<file path="src/rtl/romload_sink.sv">
// ---------------------------------------------------------------------------
// romload_sink
//
// Receiving end of the iosys ROM-loading byte stream. Incoming bytes are
// paired into little-endian 16-bit words, buffered in a small word FIFO and
// written sequentially into SDRAM through a write-only request/wait port.
// The first HDR_BYTES payload bytes are also captured into a small header
// buffer so the mapper-detect logic can inspect the SNES header window.
//
// Optional feature (compile-time macro ROMLOAD_COPIER_STRIP_EN):
//   when defined and copier_strip=1 at load start, the first 512 stream bytes
//   (copier header) are discarded and payload byte 0 is stream byte 512.
//   When undefined, copier_strip is ignored and every stream byte is payload.
//
// Parameters:
//   BASE_ADDR   SDRAM byte address of ROM byte 0 (even)
//   FIFO_DEPTH  word FIFO entries (power of 2, >= 2); the word currently
//               presented on the SDRAM port still occupies its entry
//   HDR_BYTES   leading payload bytes captured into the header buffer
//
// Ports:
//   clk, reset          sole clock, synchronous active-high reset
//   rom_loading         level; rising edge starts a load, falling edge ends it
//   rom_do/rom_do_valid stream byte and its strobe
//   copier_strip        copier-header strip request, sampled at load start
//   mem_addr/din/ds/wr  SDRAM write request (held until accepted)
//   mem_wait            SDRAM busy; accept = mem_wr & ~mem_wait
//   hdr_raddr/hdr_rdata header buffer read port, 1-cycle latency
//   rom_size            payload bytes received in the current/last load
//   busy/done/overflow  load status; done pulses once, overflow is sticky
// ---------------------------------------------------------------------------
module romload_sink #(
  parameter logic [22:0] BASE_ADDR  = 23'h000000,
  parameter int          FIFO_DEPTH = 8,
  parameter int          HDR_BYTES  = 64
) (
  input  logic        clk,
  input  logic        reset,
  input  logic        rom_loading,
  input  logic [7:0]  rom_do,
  input  logic        rom_do_valid,
  input  logic        copier_strip,
  output logic [22:0] mem_addr,
  output logic [15:0] mem_din,
  output logic [1:0]  mem_ds,
  output logic        mem_wr,
  input  logic        mem_wait,
  input  logic [5:0]  hdr_raddr,
  output logic [7:0]  hdr_rdata,
  output logic [23:0] rom_size,
  output logic        busy,
  output logic        done,
  output logic        overflow
);

  localparam int PTR_W  = (FIFO_DEPTH > 1) ? $clog2(FIFO_DEPTH) : 1;
  localparam int CNT_W  = PTR_W + 1;
  localparam int HDR_AW = (HDR_BYTES > 1) ? $clog2(HDR_BYTES) : 1;

  localparam logic [22:0]      BASE_EVEN = {BASE_ADDR[22:1], 1'b0};
  localparam logic [CNT_W-1:0] FIFO_FULL = CNT_W'(FIFO_DEPTH);
  localparam logic [23:0]      HDR_LIMIT = 24'(HDR_BYTES);
  localparam logic [23:0]      SIZE_MAX  = 24'hFFFFFF;

  typedef enum logic [1:0] {
    ST_IDLE  = 2'd0,
    ST_LOAD  = 2'd1,
    ST_FLUSH = 2'd2,
    ST_DONE  = 2'd3
  } state_t;

  // -------------------------------------------------------------------------
  // State
  // -------------------------------------------------------------------------
  state_t            state_q, state_d;
  logic              loading_q, loading_d;
  logic [23:0]       rom_size_q, rom_size_d;
  logic [7:0]        low_byte_q, low_byte_d;
  logic              low_valid_q, low_valid_d;
  logic              overflow_q, overflow_d;

  logic [PTR_W-1:0]  wr_ptr_q, wr_ptr_d;
  logic [PTR_W-1:0]  rd_ptr_q, rd_ptr_d;
  logic [CNT_W-1:0]  count_q, count_d;

  logic              mem_wr_q, mem_wr_d;
  logic [15:0]       mem_din_q, mem_din_d;
  logic [1:0]        mem_ds_q, mem_ds_d;
  logic [22:0]       mem_addr_q, mem_addr_d;
  logic [7:0]        hdr_rdata_q;

  // FIFO entry = {ds[1:0], data[15:0]}
  logic [17:0]       fifo_mem [FIFO_DEPTH];
  logic [7:0]        hdr_mem  [HDR_BYTES];

  // -------------------------------------------------------------------------
  // Combinational helpers
  // -------------------------------------------------------------------------
  logic              start;
  logic              fall;
  logic              accept;
  logic              byte_in;
  logic              payload_in;
  logic              skipping;
  logic              push_req;
  logic              push_ok;
  logic [17:0]       push_word;
  logic              fifo_we;
  logic              hdr_we;
  logic [PTR_W-1:0]  rd_ptr_next;
  logic [HDR_AW-1:0] hdr_widx;
  logic [HDR_AW-1:0] hdr_ridx;

  // Edges are taken against the registered copy of rom_loading.
  assign start  = rom_loading & ~loading_q;
  assign fall   = ~rom_loading & loading_q;
  assign accept = mem_wr_q & ~mem_wait;

  // loading_q is always 1 while in LOAD, so a byte arriving in the same
  // cycle as the falling edge is still taken; FLUSH then sees it.
  assign byte_in = (state_q == ST_LOAD) & rom_do_valid;

  assign rd_ptr_next = rd_ptr_q + PTR_W'(1);
  assign hdr_widx    = rom_size_q[HDR_AW-1:0];
  assign hdr_ridx    = HDR_AW'(hdr_raddr);

`ifdef ROMLOAD_COPIER_STRIP_EN
  // Remaining copier-header bytes to discard in this load.
  logic [9:0] skip_left_q, skip_left_d;

  assign skipping = (skip_left_q != 10'd0);

  always_comb begin
    skip_left_d = skip_left_q;
    if (byte_in && skipping) begin
      skip_left_d = skip_left_q - 10'd1;
    end
    if (start) begin
      skip_left_d = copier_strip ? 10'd512 : 10'd0;
    end
  end

  always_ff @(posedge clk) begin
    if (reset) begin
      skip_left_q <= 10'd0;
    end else begin
      skip_left_q <= skip_left_d;
    end
  end
`else
  logic unused_copier_strip;
  assign unused_copier_strip = copier_strip;
  assign skipping            = 1'b0;
`endif

  assign payload_in = byte_in & ~skipping;

  // -------------------------------------------------------------------------
  // Next-state logic
  // -------------------------------------------------------------------------
  always_comb begin
    state_d     = state_q;
    loading_d   = rom_loading;
    rom_size_d  = rom_size_q;
    low_byte_d  = low_byte_q;
    low_valid_d = low_valid_q;
    overflow_d  = overflow_q;
    wr_ptr_d    = wr_ptr_q;
    rd_ptr_d    = rd_ptr_q;
    count_d     = count_q;
    mem_wr_d    = mem_wr_q;
    mem_din_d   = mem_din_q;
    mem_ds_d    = mem_ds_q;
    mem_addr_d  = mem_addr_q;
    push_req    = 1'b0;
    push_word   = 18'd0;
    push_ok     = 1'b0;
    hdr_we      = 1'b0;
    fifo_we     = 1'b0;

    // Byte intake: even payload index is latched, odd index completes a word.
    if (payload_in) begin
      if (rom_size_q != SIZE_MAX) begin
        rom_size_d = rom_size_q + 24'd1;
      end
      hdr_we = (rom_size_q < HDR_LIMIT);
      if (low_valid_q) begin
        push_req    = 1'b1;
        push_word   = {2'b11, rom_do, low_byte_q};
        low_valid_d = 1'b0;
      end else begin
        low_byte_d  = rom_do;
        low_valid_d = 1'b1;
      end
    end

    // Odd-length load: emit the dangling low byte with only the low lane.
    if ((state_q == ST_FLUSH) && low_valid_q) begin
      push_req    = 1'b1;
      push_word   = {2'b01, 8'h00, low_byte_q};
      low_valid_d = 1'b0;
    end

    // The in-flight word keeps its FIFO slot until accepted, so a push into
    // a full FIFO only succeeds when that word leaves in the same cycle.
    push_ok = push_req && ((count_q != FIFO_FULL) || accept);
    fifo_we = push_ok;
    if (push_req && !push_ok) begin
      overflow_d = 1'b1;
    end
    if (push_ok) begin
      wr_ptr_d = wr_ptr_q + PTR_W'(1);
    end

    // Write engine.
    if (accept) begin
      rd_ptr_d   = rd_ptr_next;
      mem_addr_d = mem_addr_q + 23'd2;
      if (count_q > CNT_W'(1)) begin
        mem_wr_d              = 1'b1;
        {mem_ds_d, mem_din_d} = fifo_mem[rd_ptr_next];
      end else if (push_ok) begin
        // FIFO drains to just the word being pushed: forward it directly
        // so the port stays back-to-back.
        mem_wr_d              = 1'b1;
        {mem_ds_d, mem_din_d} = push_word;
      end else begin
        mem_wr_d = 1'b0;
      end
    end else if (!mem_wr_q && (count_q != '0)) begin
      mem_wr_d              = 1'b1;
      {mem_ds_d, mem_din_d} = fifo_mem[rd_ptr_q];
    end

    count_d = count_q + CNT_W'(push_ok) - CNT_W'(accept);

    case (state_q)
      ST_IDLE: begin
      end
      ST_LOAD: begin
        if (fall) begin
          state_d = ST_FLUSH;
        end
      end
      ST_FLUSH: begin
        if (!low_valid_q && (count_q == '0) && !mem_wr_q) begin
          state_d = ST_DONE;
        end
      end
      ST_DONE: begin
        state_d = ST_IDLE;
      end
      default: begin
        state_d = ST_IDLE;
      end
    endcase

    // Load start (also a restart while busy): discard everything pending,
    // including any write still waiting on the SDRAM port.
    if (start) begin
      state_d     = ST_LOAD;
      rom_size_d  = 24'd0;
      low_valid_d = 1'b0;
      overflow_d  = 1'b0;
      wr_ptr_d    = '0;
      rd_ptr_d    = '0;
      count_d     = '0;
      mem_wr_d    = 1'b0;
      mem_addr_d  = BASE_EVEN;
      fifo_we     = 1'b0;
      hdr_we      = 1'b0;
    end
  end

  // -------------------------------------------------------------------------
  // Registers
  // -------------------------------------------------------------------------
  always_ff @(posedge clk) begin
    if (reset) begin
      state_q     <= ST_IDLE;
      loading_q   <= 1'b0;
      rom_size_q  <= 24'd0;
      low_byte_q  <= 8'd0;
      low_valid_q <= 1'b0;
      overflow_q  <= 1'b0;
      wr_ptr_q    <= '0;
      rd_ptr_q    <= '0;
      count_q     <= '0;
      mem_wr_q    <= 1'b0;
      mem_din_q   <= 16'd0;
      mem_ds_q    <= 2'b11;
      mem_addr_q  <= BASE_EVEN;
      hdr_rdata_q <= 8'd0;
    end else begin
      state_q     <= state_d;
      loading_q   <= loading_d;
      rom_size_q  <= rom_size_d;
      low_byte_q  <= low_byte_d;
      low_valid_q <= low_valid_d;
      overflow_q  <= overflow_d;
      wr_ptr_q    <= wr_ptr_d;
      rd_ptr_q    <= rd_ptr_d;
      count_q     <= count_d;
      mem_wr_q    <= mem_wr_d;
      mem_din_q   <= mem_din_d;
      mem_ds_q    <= mem_ds_d;
      mem_addr_q  <= mem_addr_d;
      hdr_rdata_q <= hdr_mem[hdr_ridx];
    end
  end

  // Storage arrays carry no reset; contents are only meaningful once written.
  always_ff @(posedge clk) begin
    if (!reset && fifo_we) begin
      fifo_mem[wr_ptr_q] <= push_word;
    end
  end

  always_ff @(posedge clk) begin
    if (!reset && hdr_we) begin
      hdr_mem[hdr_widx] <= rom_do;
    end
  end

  // -------------------------------------------------------------------------
  // Outputs
  // -------------------------------------------------------------------------
  assign mem_addr  = mem_addr_q;
  assign mem_din   = mem_din_q;
  assign mem_ds    = mem_ds_q;
  assign mem_wr    = mem_wr_q;
  assign hdr_rdata = hdr_rdata_q;
  assign rom_size  = rom_size_q;
  assign overflow  = overflow_q;
  assign busy      = (state_q == ST_LOAD) || (state_q == ST_FLUSH);
  assign done      = (state_q == ST_DONE);

endmodule

</file>
<file path="config.mk">
export PLATFORM = sky130hd
export DESIGN_NAME = romload_sink
export DESIGN_NICKNAME = d
export VERILOG_FILES = /design/src/rtl/romload_sink.sv
export SDC_FILE = /design/constraint.sdc
export NUM_CORES = 1
export LEC_CHECK = 0
export CORE_ASPECT_RATIO = 1.1
export CORE_UTILIZATION = 45
export CTS_CLUSTER_SIZE = 20
export DETAILED_ROUTE_END_ITERATION = 6
export SLEW_MARGIN = 30
export SYNTH_ARGS = -nofsm -noshare
export SYNTH_HDL_FRONTEND = slang
export SYNTH_SLANG_ARGS = --single-unit
</file>
<file path="constraint.sdc">
create_clock -name clk -period 10.2 [get_ports clk]
set_input_delay 2.04 -clock clk [delete_from_list [all_inputs] [get_ports clk]]
set_output_delay 2.04 -clock clk [all_outputs]
set_load 0.02 [all_outputs]
</file>
==> impl_metrics.toml, run 1 <==
[floorplan]
die_w_um = 252.6
ios = 97
die_area_sq_um = 70150
rows = 100
die_h_um = 277.7
start_util_pct = 45.68
core_area_sq_um = 68070

[cts]
ctsHoldBuffers = 0
cts-resized-gates = 0
clkTransAtPathRegs_ps = 60
cts.sinks = 755
cts_setup_buffers = 0
cts_htree_levels = 3
cts-root-buf = "clkbuf_16"
cts_tree = "done"
cts_made_buffers = 79
worstSkewPairLatency_ps = 610
cts_max_path_buffers = 3

[power]
power.density_nw_per_um2 = 193.2
peakVddDrop_mv = 0.1326
p_leak_uw = 0.01107

[synthesis]
async_flop_share_pct = 0
yosysTopAreaCell = "edfxtp_1"
synth_cell_types = 70
yosysSeqAreaShare_pct = 69.73
synth_flop_cell = "edfxtp_1"
syn_area_per_cell_sq_um = 17.61
netlist_area_sq_um = 31090
synth_edf_count = 656
netlist_top_cells_area = "edfxtp_1 (63%), mux4_2 (14%), dfxtp_1 (6.4%), mux2i_1 (2.6%), nor2_1 (1.8%)"
yosys_warnings = 0
synth_top_area_share_pct = 63.36
synth_cells = 1766
syn_nets = 1805
yosys_register_bits = 755

[timing]
fin_crit_ps = 5400
fin_ws_ps = 4800
hold_violations = 0
slew_violations = 0
finalSetupViolCount = 0
skew_ps = 24.77
rsz0062_at_grt = "no"
tightest_slew_ps = 916.8
period_share_pct = 52.94
tns_ps = 0
fmax_mhz = 185.2
max_slew_margin_pct = 38.66

[min_path]
hp-class = "reg -> reg"

[placement]
dp_slack_ps = 4174
dp_hpwl_mm = 41.15
gp_congestion = 0.7609
port_buffers = 94

[final_layout]
area_growth_pct = 14.60
antennaDiodeCount = 0
drive_above_1_share_pct = 20.55
mostFrequentLayoutCell = "edfxtp_1"
nNetsFinal = 1908
final_cell_mix = "edfxtp_1 (656), mux4_2 (188), nor2_1 (144)"

[critical_path]
cp-start-kind = "input pin"
endpoint_kind = "register"
rrSetupSlack_ps = 6350
crit_required_ps = 10440
critPathTopFamily = "simple AND/OR/NAND/NOR gates"
crit_type = "in -> reg"
critical_path.cell_chain = "clkdlybuf4s50_1, buf_4, nor2_1, nand3_1, nor3_1, nand3_1, nor2_1"
arrival_ps = 5640
path_max_fanout = 34
slowest_delay_ps = 900
cp_slowest_cell = "nor2_1"
critPathBufInv = 2

[global_routing]
grt_max_degree = 68
grt_pass1_wl_mm = 107.0
gr-total-overflow = 0
grt_pass1_vias = 16857
grt_use_total_pct = 20.57
antenna_found_initial = 0

[drt]
wl_per_cell_um = 24.92
ant_nets = 0
drt_iter0_drc = 1195
dr.pass1.iters = 5
wl_mm = 71.04
drc = 0
via_count = 16431
avgViaCountPerCell = 5.765

[status]
status = "completed"

[job]
drv_cap = 0
tightest hold or removal path: stages, from the launching register on:
cell and delay (ps):
dfxtp_1 320, nand2_1 60, a21oi_1 50
flip-flops by register name, indices dropped and copies added (netlist names), named ones only:
signal and cells:
loading_q 1, mem_addr 22, rom_size 24, mem_wr 1
low_valid_q 1, count_q 4, overflow 1, mem_ds 2
hdr_mem 512, low_byte_q 8, mem_din 16, state_q 2
hdr_rdata 8, fifo_mem 144, wr_ptr_q 3, rd_ptr_q 3
worst paths after layout:
kind / start / to / cells after the start
max: reset / hdr_mem[22][3] / 7
min: low_byte_q[1] / low_byte_q[1] / 2
max reg2reg: loading_q / hdr_mem[22][3] / 7
min reg2reg: low_byte_q[1] / low_byte_q[1] / 2
cells in the mapped netlist, drive strengths merged, types with 3 or more instances:
library cell and number:
buf 74, o22ai 23, mux2i 81, a221oi 14, nor4 18, inv 20
xnor2 28, a31oi 6, and3 6, a22oi 8, or2 5, ha 18
edfxtp 656, o221ai 3, or4 5, and2 20, nand2 60, xor2 12
mux2 6, nor2 150, clkbuf 31, nor2b 17, o211ai 3, nand4 12
nand2b 8, or3 10, mux4 188, o2bb2ai 4, nand3 26, and4 4
o21ai 20, a211oi 34, nor3 29, a21oi 34, a31o 4, dfxtp 99
stage by stage:
| stage | area [sq um] | total power [uW] | std cells | hold slack, ps | util, % |
|---|---|---|---|---|---|
| 6_report | 35630 | 6885 | 2850 | 478.0 | 52.35 |
| 5_1_grt | 35630 | 7089 | 2850 | 512.7 | 52.35 |
| 4_1_cts | 35630 | 6946 | 2850 | 474.7 | 52.34 |
| 3_5_place_dp | 32890 | 3931 | 2706 | 464.8 | 48.32 |
| 3_3_place_gp | 32880 | 3925 | 2706 | 465.7 | 48.30 |
| 2_1_floorplan | 31090 | 3736 | 1766 | 445.6 | - |
kinds of logic after synthesis:
group | after synthesis | synth area share (%)
XOR/XNOR | 40 | 1.127
AND/OR/NAND/NOR | 377 | 5.992
buffers and inverters | 126 | 2.044
other | 1 | 0.01206
flip-flops | 755 | 69.73
adder cells (fa/ha/maj) | 19 | 0.7888
multiplexers | 275 | 16.44
AO/OA/AOI/OAI | 173 | 3.859
area by class of cell:
type | instances | area (sq um)
Fill cell | 5539 | 32440
Sequential cell | 755 | 21680
Multi-Input combinational cell | 885 | 8828
Clock buffer | 99 | 2156
Timing Repair Buffer | 127 | 1149
Tap cell | 918 | 1149
Clock inverter | 45 | 584.3
Inverter | 21 | 78.83
power breakdown:
| group | total (uW) | internal, uW | switching, uW |
|---|---|---|---|
| Combinational | 458 | 176 | 281 |
| Clock | 3020 | 1850 | 1170 |
| Sequential | 3400 | 3380 | 25.4 |
layer usage:
layer | vias up | GRT usage, % | share of wire, %
li1 | 7307 | - | -
met4 | 0 | 5.967 | 1.9
met1 | 8540 | 27.19 | 41
met3 | 87 | 3.735 | 5.9
met5 | - | 0 | 0
met2 | 497 | 34.69 | 51
No activity file was read; power rests on OpenSTA's default activity.
==> run 2: changes to the inputs <==
==> constraint.sdc (replaced) <==
create_clock -name clk -period 4.6 [get_ports clk]
set_input_delay 0.92 -clock clk [delete_from_list [all_inputs] [get_ports clk]]
set_output_delay 0.92 -clock clk [all_outputs]
set_load 0.02 [all_outputs]
==> run 2 against run 1 <==
Compared with the run above:
- sequential power grew 120%
- design area increased by 1.1%
- core utilization grew 0.59 points
- clock skew down 6.9 ps
- first-iteration DRC count increased by 11%
- non-clock buffer count up 63
- clock power increased by 110%
- critical endpoint is now hdr_mem[24][3]
- largest power group unchanged
- highest routed layer is now met5
==> impl_metrics.toml, run 2 (synthesized netlist as in run 1, its figures left out) <==
[status]
status = "completed"

[cts]
cts.sinks = 755
ctsHoldBuffers = 0
cts_setup_buffers = 0
cts_tree = "done"
worstSkewPairLatency_ps = 620
cts-resized-gates = 0
cts_max_path_buffers = 3
cts-root-buf = "clkbuf_16"
cts_made_buffers = 79
clkTransAtPathRegs_ps = 60
cts_htree_levels = 3

[power]
seqPwrFrac_pct = 50.4
p_int_uw = 11730
power.switching_uw = 3290
peakVddDrop_mv = 0.3228
p_comb_share_pct = 6.9
clockPowerShare_pct = 42.7
p_sw_share_pct = 21.91
total_power_uw = 15020
power.density_nw_per_um2 = 416.7
p_leak_uw = 0.01135

[final_layout]
largest_reg_flops = 512
drive_above_1_share_pct = 22.83
final_cell_mix = "edfxtp_1 (656), mux4_2 (188), nor2_1 (144)"
fin_cells = 2915
nNetsFinal = 1971
antennaDiodeCount = 0
mostFrequentLayoutCell = "edfxtp_1"
area_growth_pct = 15.89
largest-register = "hdr_mem"

[floorplan]
core_area_sq_um = 68070
start_util_pct = 45.68
die_w_um = 252.6
die_area_sq_um = 70150
rows = 100
ios = 97
die_h_um = 277.7

[drt]
ant_nets = 0
wl_per_cell_um = 25.61
via_count = 16872
avgViaCountPerCell = 5.788
dr.pass1.iters = 5
drc = 0
drt_iter0_drc = 1328
wl_mm = 74.64

[timing]
period_share_pct = 79.56
tns_ps = 0
rsz0062_at_grt = "no"
fmax_mhz = 273.2
slew_violations = 0
tightest_slew_ps = 916.9
skew_ps = 17.92
hold_violations = 0
fin_crit_ps = 3660
finalSetupViolCount = 0
max_slew_margin_pct = 38.65

[placement]
port_buffers = 94
place_inst = 2769
dp_hpwl_mm = 46.15
gp_congestion = 0.8244

[critical_path]
rrSetupSlack_ps = 1200
arrival_ps = 3900
cp-startpoint = "rom_loading"
crit-reg2reg-capture = "hdr_mem[24][3]"
crit_required_ps = 4840
endpoint_kind = "register"
crit_type = "in -> reg"
path_common_cell = "nor2_1"
critical_path.cell_chain = "clkdlybuf4s50_1, ha_1, nor2_1, nand3_1, nor3_1, nand2_1, nor2_1"
cp_slowest_cell = "nor2_1"
slowest_delay_ps = 800
path_max_fanout = 8
reg2reg_depth = 7
crit_end = "hdr_mem[24][3]"
r2r_start = "state_q[1]"
cp-start-kind = "input pin"

[global_routing]
grt_max_degree = 60
grt_use_total_pct = 21.81
grt_pass1_wl_mm = 112.9
antenna_found_initial = 1
grt_pass1_vias = 17617
gr-total-overflow = 0

[min_path]
hp-class = "reg -> reg"

[job]
drv_cap = 0
-- run 2: how the worst min path moves through the flow --
stage | cells after the start | from | endpoint
detailed placement | 2 | overflow | overflow
CTS | 2 | low_byte_q[3] | low_byte_q[3]
global route | 2 | overflow | overflow
floorplan | 2 | low_byte_q[0] | low_byte_q[0]
finish | 2 | overflow | overflow
global placement | 2 | low_byte_q[2] | low_byte_q[2]
-- run 2: final cells by class --
| type | count | area [sq um] |
|---|---|---|
| clock buffers | 106 | 2203 |
| clock inverters | 40 | 416.7 |
| fillers | 5488 | 32030 |
| inverters | 21 | 78.83 |
| multi-input cells | 885 | 8816 |
| flip-flops and latches | 755 | 21680 |
| well taps | 918 | 1149 |
| repair buffers | 190 | 1684 |
-- run 2: critical path: cells and delay by family --
| kind | cells | cell delay (ps) |
|---|---|---|
| adder cells (fa/ha/maj) | 1 | 250 |
| buffers and inverters | 1 | 430 |
| AND/OR/NAND/NOR | 5 | 2300 |
-- run 2: power groups by stage --
| stage | clock network, uW | registers, uW | logic (uW) |
|---|---|---|---|
| floorplan | 0 | 7750 | 535 |
| global placement | 0 | 7710 | 1030 |
| detailed placement | 0 | 7710 | 1040 |
| CTS | 6540 | 7570 | 1050 |
| global route | 6810 | 7570 | 1110 |
| finish | 6410 | 7570 | 1030 |
-- run 2: through the flow --
step | hold WS [ps] | utilization (%) | instance area, sq um | worst slack, ps
floorplan | 445.6 | - | 31090 | 899.8
global placement | 458.5 | 49.09 | 33410 | 228.6
detailed placement | 459.6 | 49.09 | 33410 | 201.1
CTS | 476.1 | 52.94 | 36030 | 861.4
global route | 490.5 | 52.94 | 36030 | 712.9
finish | 472.5 | 52.94 | 36030 | 940.1
-- run 2: layer usage --
layer  track usage (%)  vias to the layer above  routed length (um)
met2             36.98                      490               38090
met3             3.359                      109                3908
li1                  -                     7434                   -
met5                 0                        -                  13
met4             7.366                        2                1907
met1             28.66                     8837               30720
==> run 3: changes to the inputs <==
==> constraint.sdc (replaced) <==
create_clock -name clk -period 3 [get_ports clk]
set_input_delay 0.6 -clock clk [delete_from_list [all_inputs] [get_ports clk]]
set_output_delay 0.6 -clock clk [all_outputs]
set_load 0.02 [all_outputs]
==> run 3 against run 2 <==
Compared with the run above:
- worst setup slack worse by 610 ps
- via count up 2.2%
- clock power up 50%
- non-clock buffer count up 108
- wire length down 0.48%
- largest cell class unchanged
- worst hold slack worse by 89 ps
- sequential power up 53%
- register-to-register slack worse by 760 ps
==> impl_metrics.toml, run 3 (synthesized netlist as in run 1, its figures left out) <==
[final_layout]
mostFrequentLayoutCell = "edfxtp_1"
area_growth_pct = 19.19
final_cell_mix = "edfxtp_1 (656), mux4_2 (188), buf_4 (177)"
antennaDiodeCount = 0
drive_above_1_share_pct = 26.58
largest-register = "hdr_mem"
nNetsFinal = 2078
final_util_pct = 54.44
fin_cells = 3021
largest_reg_flops = 512

[drt]
wl_per_cell_um = 24.59
drt_iter0_drc = 1402
avgViaCountPerCell = 5.709
dr.pass1.iters = 5
wl_mm = 74.28
via_count = 17246
ant_nets = 0
drc = 0

[power]
p_comb_share_pct = 7.3
seqPwrFrac_pct = 50.6
p_sw_share_pct = 22.04
p_int_uw = 17840
power.switching_uw = 5045
power.density_nw_per_um2 = 617.6
peakVddDrop_mv = 0.5849
clockPowerShare_pct = 42.0
p_leak_uw = 0.01195
total_power_uw = 22890

[critical_path]
path_max_fanout = 6
cp-start-kind = "register"
crit_required_ps = 2400
crit_type = "reg -> out"
endpoint_kind = "output port"
arrival_ps = 2070

[timing]
whs_ps = 383.2
period_share_pct = 88.93
rsz0062_at_grt = "no"
tns_ps = 0
hold_violations = 0
tightest_slew_ps = 876.6
slew_violations = 0
max_slew_margin_pct = 41.56
skew_ps = 25.39
fin_crit_ps = 2668
fmax_mhz = 374.8
finalSetupViolCount = 0

[floorplan]
die_h_um = 277.7
start_util_pct = 45.68
ios = 97
die_area_sq_um = 70150
core_area_sq_um = 68070
rows = 100
die_w_um = 252.6

[cts]
cts.sinks = 755
clkTransAtPathRegs_ps = 60
cts_made_buffers = 78
worstSkewPairLatency_ps = 630
cts_htree_levels = 3
ctsHoldBuffers = 0
cts-root-buf = "clkbuf_16"
cts_tree = "done"
cts_max_path_buffers = 3
cts-resized-gates = 0
cts_setup_buffers = 0

[status]
status = "completed"

[global_routing]
grt_pass1_vias = 17880
grt_use_total_pct = 21.55
grt_pass1_wl_mm = 111.7
grt_max_degree = 61
gr-total-overflow = 0
antenna_found_initial = 1

[placement]
gp_congestion = 0.8261
place_inst = 2877
port_buffers = 94
dp_hpwl_mm = 47.90

[min_path]
hp-class = "in -> reg"

[job]
drv_cap = 0
run 3: cell types whose count changed in the layout (fill, tap and decap cells not counted), moves of 3 or more:
cell / change
clkbuf_16: -3
buf_4: +85
clkinv_1: +3
buf_12: +23
run 3: layout make-up:
class	instances	area (sq um)
Multi-Input combinational cell	885	8828
Clock buffer	99	2093
Fill cell	5439	31010
Sequential cell	755	21680
Inverter	21	78.83
Timing Repair Buffer	298	2783
Tap cell	918	1149
Clock inverter	45	444.2
run 3: final timing paths:
kind / start / to / slack (ps) / cells past startpoint
hold reg to reg: low_byte_q[7] / low_byte_q[7] / 480 / 2
setup / recovery: state_q[1] / busy / 330 / 3
hold / removal: rom_do[0] / hdr_mem[3][0] / 380 / 1
setup reg to reg: state_q[1] / mem_din[9] / 440 / 12
run 3: power groups by stage:
stage,registers (uW),logic [uW],clock network (uW)
6_report,11600,1670,9620
3_5_place_dp,11800,1690,0
2_1_floorplan,11900,821,0
4_1_cts,11600,1700,9800
5_1_grt,11600,1800,10200
3_3_place_gp,11800,1680,0
run 3: critical path, cell delays in order (launching register included):
cell,delay (ps)
dfxtp_1,440
inv_1,90
ha_1,300
clkdlybuf4s50_1,620
run 3: per-stage QoR:
stage / setup WS (ps) / cell area (sq um)
2_1_floorplan: 113.6 / 31100
3_3_place_gp: -126.9 / 34520
3_5_place_dp: -185.0 / 34520
4_1_cts: 299.4 / 37060
5_1_grt: 185.3 / 37060
6_report: 332.2 / 37060
run 3: routing by layer:
layer  routed length (um)  GRT usage (%)  up-vias
li1                     -              -     7657
met1                30920          28.47     8963
met2                37640          36.67      488
met3                 3820          3.003      136
met4                 1891          7.102        2
met5                   13              0        -
